<file path="config.mk">
export PLATFORM = sky130hd
export DESIGN_NAME = mem_wb_skid_stage
export DESIGN_NICKNAME = d
export VERILOG_FILES = /design/src/rtl/pipe_pkg.sv /design/src/rtl/wb_result_mux.sv /design/src/rtl/mem_wb_skid_stage.sv
export SDC_FILE = /design/constraint.sdc
export NUM_CORES = 1
export LEC_CHECK = 0
export ABC_AREA = 1
export BUFFER_PORTS_ARGS = -buffer_cell sky130_fd_sc_hd__buf_2
export CAP_MARGIN = 20
export CORE_MARGIN = 2
export CORE_UTILIZATION = 45
export CTS_BUF_LIST = sky130_fd_sc_hd__clkbuf_8
export CTS_CLUSTER_SIZE = 40
export DETAILED_ROUTE_END_ITERATION = 7
export PLACE_DENSITY = 0.69
export SLEW_MARGIN = 15
export SYNTH_ARGS = -nofsm -noshare
export SYNTH_HDL_FRONTEND = slang
export SYNTH_SLANG_ARGS = --single-unit
export TNS_END_PERCENT = 100
</file>
<file path="constraint.sdc">
create_clock -name clk -period 2.1 [get_ports clk]
set_input_delay 0.21 -clock clk [delete_from_list [all_inputs] [get_ports clk]]
set_output_delay 0.21 -clock clk [all_outputs]
set_load 0.05 [all_outputs]
</file>
<file path="src/rtl/pipe_pkg.sv">
// Shared MEM->WB pipeline types: result-source encoding, per-lane writeback
// payload and the skid-stage state encoding.
package pipe_pkg;

    localparam int PIPE_XLEN   = 32;
    localparam int PIPE_REG_AW = 5;

    typedef enum logic [1:0] {
        RES_ALU = 2'b00,
        RES_MEM = 2'b01,
        RES_PC8 = 2'b10
    } result_src_e;

    // result_src is kept as raw bits: 2'b11 is a legal encoding that selects zero
    typedef struct packed {
        logic                   lane_valid;
        logic                   regwrite;
        logic [1:0]             result_src;
        logic [PIPE_XLEN-1:0]   alu_result;
        logic [PIPE_XLEN-1:0]   read_data;
        logic [PIPE_REG_AW-1:0] rd;
        logic [PIPE_XLEN-1:0]   pc_plus8;
    } wb_lane_t;

    typedef enum logic [1:0] {
        ST_EMPTY,
        ST_FULL,
        ST_SKID
    } stage_state_e;

endpackage

</file>
<file path="src/rtl/wb_result_mux.sv">
// Per-lane writeback data select and x0-filtered register write enable.
module wb_result_mux
    import pipe_pkg::*;
(
    input  wb_lane_t               lane,
    input  logic                   stage_valid,
    output logic [PIPE_XLEN-1:0]   result,
    output logic                   we
);

    // Select writeback data by ResultSrc; the unused encoding yields zero
    always_comb begin
        result = '0;
        case (lane.result_src)
            RES_ALU: result = lane.alu_result;
            RES_MEM: result = lane.read_data;
            RES_PC8: result = lane.pc_plus8;
            default: result = '0;
        endcase
    end

    // Never write x0, an absent lane or from an empty stage
    always_comb begin
        we = stage_valid & lane.lane_valid & lane.regwrite & (lane.rd != '0);
    end

endmodule

</file>
<file path="src/rtl/mem_wb_skid_stage.sv">
// MEM->WB register stage with a two-entry skid buffer so that m_ready_o is a
// pure decode of registered state, plus per-lane and whole-stage flush.
module mem_wb_skid_stage
    import pipe_pkg::*;
#(
    parameter int LANES  = 2,
    parameter int XLEN   = PIPE_XLEN,
    parameter int REG_AW = PIPE_REG_AW
) (
    input  logic                    clk,
    input  logic                    rst_n,
    input  logic                    m_valid_i,
    output logic                    m_ready_o,
    input  logic [LANES-1:0]        m_lane_valid_i,
    input  logic [LANES-1:0]        m_flush_i,
    input  logic                    flush_all_i,
    input  logic [LANES-1:0]        m_regwrite_i,
    input  logic [LANES*2-1:0]      m_result_src_i,
    input  logic [LANES*XLEN-1:0]   m_alu_result_i,
    input  logic [LANES*XLEN-1:0]   m_read_data_i,
    input  logic [LANES*XLEN-1:0]   m_pc_plus8_i,
    input  logic [LANES*REG_AW-1:0] m_rd_i,
    output logic                    w_valid_o,
    input  logic                    w_ready_i,
    output logic [LANES-1:0]        w_lane_valid_o,
    output logic [LANES-1:0]        w_we_o,
    output logic [LANES*REG_AW-1:0] w_rd_o,
    output logic [LANES*XLEN-1:0]   w_result_o
);

    stage_state_e state, state_n;
    wb_lane_t     main   [LANES];
    wb_lane_t     skid   [LANES];
    wb_lane_t     main_n [LANES];
    wb_lane_t     skid_n [LANES];
    wb_lane_t     in_lane[LANES];
    logic         accept;
    logic         xfer;

    assign m_ready_o = (state != ST_SKID);
    assign w_valid_o = (state != ST_EMPTY);
    assign accept    = m_valid_i & m_ready_o;
    assign xfer      = w_valid_o & w_ready_i;

    // Unpack incoming lanes; a squashed lane is stored as an all-zero bubble
    always_comb begin
        for (int unsigned i = 0; i < LANES; i++) begin
            in_lane[i] = '0;
            if (!m_flush_i[i]) begin
                in_lane[i].lane_valid = m_lane_valid_i[i];
                in_lane[i].regwrite   = m_regwrite_i[i];
                in_lane[i].result_src = m_result_src_i[i*2 +: 2];
                in_lane[i].alu_result = m_alu_result_i[i*XLEN +: XLEN];
                in_lane[i].read_data  = m_read_data_i[i*XLEN +: XLEN];
                in_lane[i].pc_plus8   = m_pc_plus8_i[i*XLEN +: XLEN];
                in_lane[i].rd         = m_rd_i[i*REG_AW +: REG_AW];
            end
        end
    end

    // Next state and next main/skid contents from the accept/transfer pair
    always_comb begin
        state_n = state;
        main_n  = main;
        skid_n  = skid;
        case (state)
            ST_EMPTY: begin
                if (accept) begin
                    main_n  = in_lane;
                    state_n = ST_FULL;
                end
            end
            ST_FULL: begin
                if (xfer && accept) begin
                    main_n = in_lane;
                end else if (xfer) begin
                    // clearing main keeps every output at zero while empty
                    main_n  = '{default: '0};
                    state_n = ST_EMPTY;
                end else if (accept) begin
                    skid_n  = in_lane;
                    state_n = ST_SKID;
                end
            end
            ST_SKID: begin
                if (xfer) begin
                    main_n  = skid;
                    skid_n  = '{default: '0};
                    state_n = ST_FULL;
                end
            end
            default: begin
                state_n = ST_EMPTY;
                main_n  = '{default: '0};
                skid_n  = '{default: '0};
            end
        endcase
    end

    // State and storage registers; reset and flush_all drop both entries
    always_ff @(posedge clk) begin
        if (!rst_n || flush_all_i) begin
            state <= ST_EMPTY;
            main  <= '{default: '0};
            skid  <= '{default: '0};
        end else begin
            state <= state_n;
            main  <= main_n;
            skid  <= skid_n;
        end
    end

    for (genvar g = 0; g < LANES; g++) begin : g_lane
        logic [PIPE_XLEN-1:0] lane_result;
        logic                 lane_we;

        wb_result_mux u_mux (
            .lane        (main[g]),
            .stage_valid (w_valid_o),
            .result      (lane_result),
            .we          (lane_we)
        );

        assign w_lane_valid_o[g]                 = main[g].lane_valid;
        assign w_we_o[g]                         = lane_we;
        assign w_rd_o[g*REG_AW +: REG_AW]        = main[g].rd;
        assign w_result_o[g*XLEN +: XLEN]        = lane_result;
    end

endmodule

</file>
# Yosys cells after proc, flatten, opt, wreduce, memory -nomap -nowiden
# Index checks and enable logic that the tools add are counted.
# W data, S select, Z words.
# classes
eq_ne,14
muxes,18
bitwise_logic,9
n_reduce_logical,12
# op_table
cell,count
$mux W210,6
$pmux W210 S3,2
$mux W105,2
$pmux W32 S3,2
$ne A2 B2 Y1 const B,6
$mux W2,5
$reduce_bool A5 Y1,2
$and A1 B1 Y1,8
$eq A2 B1 Y1 const B,3
$eq A2 B2 Y1 const B,3
$logic_not A2 Y1,3
$ne A3 B3 Y1 const B,2
$pmux W2 S3,1
$reduce_and A5 Y1,1
$reduce_and A4 Y1,1
$reduce_and A3 Y1,1
$reduce_bool A2 Y1,1
$logic_and A1 B1 Y1,1
$logic_not A1 Y1,1
$logic_or A1 B1 Y1,1
$not A1 Y1,1
# word_totals
reg_bits,422
output_inout_bits,80
wordCells,82

# Longest topological paths before layout
# Gate-level depths: netlist of the first run.
# depth
depth_word,6
mapped_depth,10

# Modules after synthesis
# Synthesis of the first run repeated with hierarchy kept, for this count alone.
# unflattened
cells_unflattened,3708
hier_area_um2,21974.8
# by_module_without_submodules
mod,n_inst,cells_each,area_each_um2
mem_wb_skid_stage,1,3406,20726.1
wb_result_mux,2,151,624.3

# Worst setup path after synthesis of the first run
# Ideal clock, no wire load.
# synth_timing
path_kind,flip-flop to output port
startpoint,register main[206] in the netlist's numbering
endpoint,output w_result_o[10]
arrival_time_ns,1.847
required_ns,1.890
slack_ns,0.043
stages_incl_launch_ff,6
path_buffers,3
cell_sequence,dfxtp_1 clkbuf_1 or2_2 clkbuf_1 clkbuf_1 o211ai_1
# synth_between
elab_chain_len,2
# synth_lines
element,line_no,text
"start, declared",mem_wb_skid_stage.sv:32,wb_lane_t main [LANES];
"start signal, assigned",mem_wb_skid_stage.sv:108,main <= main_n;
$eq A2 B2 Y1 (tied with other cells),wb_result_mux.sv:14,case (lane.result_src)
$pmux W32 S3 (*),wb_result_mux.sv:14,
"end, declared",mem_wb_skid_stage.sv:28,output logic [LANES*XLEN-1:0] w_result_o
# Every way passes the cells marked *; elsewhere a longest branch is shown, timed or not.

# Worst setup path in the final report of the first run
# layout_timing
startpoint,register main[101] in the netlist's numbering
endpoint,output w_result_o[61]
# Same word-level chain as after synthesis.

==> results of run 1 <==
## through the flow
| step | power (mW) | cells | instance area [µm²] | hold WS (ns) | worst slack (ns) |
|---|---|---|---|---|---|
| after floorplan | 10.1 | 3736 | 22500 | 0.353 | 0.0429 |
| after global placement | 11.0 | 4500 | 25000 | 0.451 | 0.256 |
| after detailed placement | 11.0 | 4500 | 25000 | 0.450 | 0.199 |
| after CTS | 19.4 | 4830 | 28900 | 0.000747 | -0.167 |
| after global routing | 20.1 | 4836 | 29100 | 0.0469 | -0.218 |
| final | 19.3 | 4837 | 29100 | 0.0349 | -0.195 |
## sequential cells by signal, indices dropped and copies added (netlist names)
signal	count
skid	210
state	2
w_rd_o	10
main	198
w_lane_valid_o	2
## worst min-delay path, stage by stage
cell	delay (ns)
buf_2	0.09
nand2_1	0.10
nor2_1	0.06
nor2_1	0.09
a211oi_1	0.05
## layout by cell type, fill, tap and decap left out, drive strengths merged
cell type,Yosys,layout
nand2,1126,1126
nor2,1036,1036
dfxtp,422,422
buf,153,400
inv,289,315
a21oi,218,218
a211oi,205,205
dlygate4sd3,0,185
clkbuf,136,101
nand3,77,77
o211ai,64,64
or2,2,8
clkinv,1,4
nand4,3,3
nor3,2,2
bufinv,0,2
o21ai,2,2
diode,0,1
clkinvlp,0,1
bufbuf,0,1
## what timing repair did
item | 4_1_cts | 5_1_grt
gates cloned | 9 | 4
endpoints found under the hold margin | 209 | 0
setup endpoints to repair | 68 | 66
gates resized for setup | 136 | 56
pin swaps | 35 | 39
buffers inserted | 5 | 2
hold buffers | 185 | 0
## kinds of logic after synthesis
| group | count (synthesis) |
|---|---|
| simple gates | 2246 |
| compound gates | 489 |
| flops | 422 |
| buf+inv | 579 |
## cell type report
type	count	area share, %
multi-input cells	2741	41.3
well taps	664	2.85
flip-flops and latches	422	29.1
inverters	290	3.78
clock inverters	32	0.661
repair buffers	588	17.7
diodes	1	0.00858
clock buffers	99	4.67
## how the worst max path moves through the flow
| stage | from | to | slack [ns] | cells after the start |
|---|---|---|---|---|
| final | main[101]$_SDFFE_PP0P_ | w_result_o[61] | -0.20 | 6 |
| after global routing | main[101]$_SDFFE_PP0P_ | w_result_o[61] | -0.22 | 6 |
| after CTS | main[207]$_SDFFE_PP0P_ | w_result_o[11] | -0.17 | 4 |
| after detailed placement | state[0]$_SDFFE_PP0P_ | main[160]$_SDFFE_PP0P_ | 0.20 | 9 |
| after global placement | state[0]$_SDFFE_PP0P_ | main[206]$_SDFFE_PP0P_ | 0.26 | 10 |
| after floorplan | main[206]$_SDFFE_PP0P_ | w_result_o[10] | 0.04 | 5 |
## report_power, final
part,leakage (nW),switching [mW],internal [mW]
Sequential,3.42,0.0956,8.21
Combinational,7.70,1.85,1.15
Clock,0.890,3.56,4.45
Total,12.0,5.51,13.8
## routing by layer
layer / part of all wire (%) / vias to the layer above / wire (µm) / GRT usage [%]
met5: 0 / - / 0 / 0
met4: 4.0 / 0 / 3110 / 13.4
li1: - / 12400 / - / -
met3: 7.7 / 134 / 5940 / 5.25
met1: 43 / 11100 / 33400 / 38.8
met2: 45 / 999 / 34500 / 46.4
==> results.py, run 1 <==
metrics = {
    "global_route": {
        "grt_max_degree": 106,
        "grt_overflow_total": 0,
        "antenna_found_initial": 0,
        "grt_first_pass_wirelength_um": 121000,
        "first_global_vias": 22600,
        "track_usage_pct": 29.3,
    },
    "synthesis": {
        "synth_edf_count": 0,
        "netlist.top_cell.by_area": "dfxtp_1",
        "synth.area.mux_share_pct": 0,
        "synthTopCellsByArea": "dfxtp_1, nand2_1, nor2_1, a211oi_1, a21oi_1",
        "yosysWarnings": 0,
        "syn_nets": 3953,
        "synth-main-ff-cell": "dfxtp_1",
        "synthTopCellsByCount": "nand2_1, nor2_1, dfxtp_1, inv_1, a21oi_1",
        "synth-async-reset-ratio_pct": 0,
        "syn_area_mm2": 0.0225,
        "synth_top_family_by_area": "simple AND/OR/NAND/NOR gates",
        "ys_ff_latch": 422,
        "synth-seq-area-share_pct": 37.6,
        "syn-instance-count": 3736,
        "syn_avg_cell_area_um2": 6.02,
        "synth-compound-area-share_pct": 13.9,
        "synth_top_cell_area_share_pct": 37.6,
        "synth_cell_type_count": 21,
        "yosysMostFrequentCell": "nand2_1",
        "synth_xor_area_share_pct": 0,
        "synthAdderAreaFrac_pct": 0,
        "synth_simple_gate_area_share_pct": 38.0,
    },
    "clock_tree": {
        "clk_path_buf_depth": 3,
        "h-tree-depth": 3,
        "cts_buffers": 78,
        "clk_pin_slew_ns": 0.06,
        "clock_sinks": 422,
        "cts_root_buf": "clkbuf_8",
        "cts_tree": "done",
        "insertion_delay_ns": 0.67,
    },
    "hold_path": {
        "min_path_type": "in -> reg",
        "hp-start": "m_result_src_i[2]",
        "hold_depth": 5,
        "hold_end": "skid[101]$_SDFFE_PP0P_",
    },
    "floorplanning": {
        "die_w_um": 228,
        "coreArea_mm2": 0.0492,
        "die_area_mm2": 0.0518,
        "die_h_um": 228,
        "fp-row-count": 81,
        "start_util_pct": 45.8,
        "ios": 297,
    },
    "sta": {
        "finalWorstSetupSlack_ns": -0.195,
        "rsz0062_at_grt": "yes",
        "min_period_ns": 2.30,
        "slew_headroom_pct": 63.7,
        "skew_ns": 0.0444,
        "fin_crit_sh_pct": 109,
        "drv_slew": 0,
        "setup_viol": 64,
        "fmax_ghz": 0.436,
        "worst_pin_slew_ns": 0.544,
        "hold_viol_final": 0,
        "finalSetupTns_ns": -6.38,
    },
    "placement": {
        "portBuffers": 296,
        "gp_congestion": 0.944,
        "place_hpwl_um": 50300,
    },
    "route": {
        "wl_per_cell_um": 15.9,
        "dr_total_vias": 24700,
        "postRouteAntennaNets": 0,
        "routed_wl_um": 77000,
        "drcViolationCount": 0,
        "drt_pass1_iterations": 6,
        "drt_iter0_drc": 2373,
        "drt-vias-per-instance": 5.10,
    },
    "critical_path": {
        "slowest_stage": "dfxtp_4",
        "arrival_ns": 2.09,
        "reg2reg_from": "state[0]$_SDFFE_PP0P_",
        "cp_top_family": "buffers and inverters",
        "reg2regPathDepth": 9,
        "critPathKind": "reg -> out",
        "cp_cell_sequence": "buf_12 > nor2_4 > buf_6 > nand2_4 > o211ai_1 > buf_4",
        "end_kind": "output pin",
        "path_buf_inv": 3,
        "r2r-end": "main[160]$_SDFFE_PP0P_",
        "worstSetupStartpointType": "register",
        "crit_required_ns": 1.89,
        "path_max_fanout": 6,
        "slowest_delay_ns": 0.36,
        "r2r_slack_ns": 0.32,
    },
    "finish": {
        "register_area_mm2": 0.00847,
        "drive_gt1_share_pct": 14.2,
        "postLayoutCoreUtil_pct": 59.3,
        "multiInputGateArea_mm2": 0.0120,
        "fin_nets": 4338,
        "nFillCells": 4586,
        "syn2layout_area_growth_pct": 29.6,
    },
    "run": {
        "maxCapViolations": 0,
    },
    "pwr": {
        "powerDensity_mw_per_mm2": 662,
        "max-vdd-ir-drop_mv": 0.414,
        "p_leak_nw": 12.0,
    },
    "run_status": {
        "status": "finished with violations",
        "violations": "setup timing",
    },
}
(Power assumes the default switching activity.)
==> run 2: changes to the inputs <==
Settings changed: ABC_AREA 1 to 0.
==> run 2 against run 1 <==
The run still ends with setup timing left; register-to-register slack got worse by 0.34 ns; sequential power fell by 1%; final cell count fell by 16%; critical path depth fell by 2.
==> results.py, run 2 <==
metrics = {
    "finish": {
        "regMostFlops": "skid",
        "drive_gt1_share_pct": 18.8,
        "mostFrequentLayoutCells": "nand2_1, a21oi_1, dfxtp_1",
        "largest_reg_flops": 210,
        "fin_nets": 3611,
        "layout_commonest_cell": "nand2_1",
        "multiInputGateArea_mm2": 0.0125,
        "nFillCells": 4109,
        "syn2layout_area_growth_pct": 31.9,
        "stdcell_area_mm2": 0.0290,
        "register_area_mm2": 0.00847,
        "postLayoutCoreUtil_pct": 60.5,
    },
    "critical_path": {
        "cp-startpoint": "main[206]$_SDFFE_PP0P_",
        "path_max_fanout": 9,
        "reg2regPathDepth": 7,
        "crit_required_ns": 1.89,
        "worstSetupStartpointType": "register",
        "end_kind": "output pin",
        "critPathKind": "reg -> out",
        "reg2reg_from": "state[0]$_SDFFE_PP0P_",
        "critical_path.endpoint": "w_result_o[20]",
        "r2r-end": "main[151]$_SDFFE_PP0P_",
        "arrival_ns": 2.01,
        "r2r_slack_ns": -0.02,
    },
    "sta": {
        "slew_headroom_pct": 48.3,
        "setup_viol": 47,
        "worst_pin_slew_ns": 0.775,
        "skew_ns": 0.0297,
        "rsz0062_at_grt": "yes",
        "finalWorstSetupSlack_ns": -0.116,
        "fin_crit_sh_pct": 106,
        "min_period_ns": 2.22,
        "hold_viol_final": 0,
        "finalSetupTns_ns": -1.93,
        "drv_slew": 0,
        "fmax_ghz": 0.451,
    },
    "synthesis": {
        "syn_area_mm2": 0.0220,
        "synth_cell_type_count": 36,
        "synth_top_cell_area_share_pct": 38.4,
        "synth-async-reset-ratio_pct": 0,
        "syn-instance-count": 3047,
        "synthTopCellsByCount": "nand2_1, dfxtp_1, a21oi_1, o21ai_0, clkbuf_1",
        "synth-seq-area-share_pct": 38.4,
        "syn_nets": 3264,
        "ys_ff_latch": 422,
        "yosysWarnings": 0,
        "synth-main-ff-cell": "dfxtp_1",
        "synthTopCellsByArea": "dfxtp_1, nand2_1, a21oi_1, o21ai_0, o22ai_1",
        "synth_edf_count": 0,
        "syn_avg_cell_area_um2": 7.21,
        "yosysMostFrequentCell": "nand2_1",
        "netlist.top_cell.by_area": "dfxtp_1",
    },
    "global_route": {
        "met2_usage_pct": 45.2,
        "gr-usage-met1_pct": 43.9,
        "antenna_found_initial": 8,
        "gr-max-usage-layer": "met2",
        "grt_overflow_total": 0,
        "first_global_vias": 22200,
        "grt_max_degree": 107,
        "track_usage_pct": 30.5,
        "grt_first_pass_wirelength_um": 124000,
        "met3_usage_pct": 4.99,
    },
    "hold_path": {
        "hold_depth": 4,
        "min_path_type": "in -> reg",
    },
    "route": {
        "postRouteAntennaNets": 0,
        "drt_iter0_drc": 2845,
        "wl_per_cell_um": 20.0,
        "drt-vias-per-instance": 5.90,
        "routed_wl_um": 81300,
        "drt_pass1_iterations": 6,
        "dr_total_vias": 24000,
        "drcViolationCount": 0,
    },
    "floorplanning": {
        "start_util_pct": 45.8,
        "coreArea_mm2": 0.0479,
        "die_w_um": 225,
        "die_h_um": 225,
        "fp-row-count": 80,
        "die_area_mm2": 0.0506,
        "ios": 297,
    },
    "clock_tree": {
        "clk_path_buf_depth": 3,
        "insertion_delay_ns": 0.65,
        "clock_sinks": 422,
        "cts_root_buf": "clkbuf_8",
        "h-tree-depth": 3,
        "cts_buffers": 74,
        "clk_pin_slew_ns": 0.06,
        "cts_tree": "done",
    },
    "pwr": {
        "power.share.switching_pct": 28.3,
        "max-vdd-ir-drop_mv": 0.447,
        "p_switching_mw": 5.40,
        "powerDensity_mw_per_mm2": 658,
        "p_leak_nw": 10.4,
        "seq_power_share_pct": 43.0,
        "power_mw": 19.1,
        "clkPwrFrac_pct": 41.8,
        "combPwrFrac_pct": 15.2,
        "p_int_mw": 13.7,
    },
    "placement": {
        "portBuffers": 296,
        "place_hpwl_um": 47700,
        "post-place-ws_ns": 0.230,
        "gp_congestion": 0.895,
        "place_area_mm2": 0.0238,
    },
    "run_status": {
        "violations": "setup timing",
        "status": "finished with violations",
    },
    "run": {
        "maxCapViolations": 0,
    },
}
## run 2: cell count changes after synthesis, moves of 183 or more
cell	previous run	this run
nand2_1	1123	684
a211oi_1	205	0
o21ai_0	1	190
inv_1	284	101
a21oi_1	218	418
nor2_1	1034	118
## run 2: cell families after synthesis
kind of cell,after synthesis,synth area share [%]
mux,67,3.06
simple gates,1232,25.4
flops,422,38.4
compound gates,907,24.2
buf+inv,419,8.91
## run 2: per-stage QoR
stage / instances / hold slack [ns]
6_report: 4066 / 0.0476
3_5_place_dp: 3712 / 0.443
5_1_grt: 4064 / 0.0300
3_3_place_gp: 3712 / 0.437
2_1_floorplan: 3047 / 0.362
4_1_cts: 4060 / 0.000112
## run 2: area by class of cell
type | instances | share of cell area (%)
multi-input combinational | 2207 | 43.1
sequential | 422 | 29.2
inverter | 101 | 1.31
clock inverter | 30 | 0.647
antenna | 5 | 0.0432
tap | 615 | 2.65
clock buffer | 98 | 4.65
timing repair buffer | 588 | 18.4
## run 2: critical path: stages (launching register included)
cell	delay (ns)
dfxtp_4	0.38
buf_12	0.15
mux2i_1	0.53
o21ai_4	0.10
buf_6	0.17
## run 2: repair_timing
action                                  4_1_cts  5_1_grt
gates resized for setup                     221       91
endpoints found under the setup margin       68       82
gates cloned                                  6        2
endpoints found under the hold margin       257        0
buffers inserted                             16        0
hold buffers                                198        0
pin swaps                                    11       18
## run 2: how the worst min path moves through the flow
| stage | start | to | slack [ns] |
|---|---|---|---|
| 2_1_floorplan | m_pc_plus8_i[0] | skid[105]$_SDFFE_PP0P_ | 0.36 |
| 4_1_cts | m_read_data_i[37] | skid[42]$_SDFFE_PP0P_ | 0.0001 |
| 3_3_place_gp | skid[61]$_SDFFE_PP0P_ | skid[61]$_SDFFE_PP0P_ | 0.44 |
| 5_1_grt | m_read_data_i[38] | skid[43]$_SDFFE_PP0P_ | 0.03 |
| 3_5_place_dp | skid[61]$_SDFFE_PP0P_ | skid[61]$_SDFFE_PP0P_ | 0.44 |
| 6_report | m_alu_result_i[48] | skid[85]$_SDFFE_PP0P_ | 0.05 |
## run 2: power by group through the flow
| stage | Clock [mW] | Sequential (mW) | Combinational [mW] |
|---|---|---|---|
| 6_report | 7.96 | 8.21 | 2.90 |
| 5_1_grt | 8.39 | 8.22 | 3.06 |
| 4_1_cts | 8.05 | 8.20 | 2.78 |
| 3_5_place_dp | 0 | 8.37 | 2.32 |
| 3_3_place_gp | 0 | 8.37 | 2.28 |
| 2_1_floorplan | 0 | 8.33 | 1.48 |
## run 2: metal layers
| metal | part of all wire [%] | vias to the layer above |
|---|---|---|
| met5 | 0.063 | - |
| met4 | 4.4 | 8 |
| met1 | 43 | 11300 |
| met2 | 43 | 1373 |
| li1 | - | 11100 |
| met3 | 8.7 | 251 |
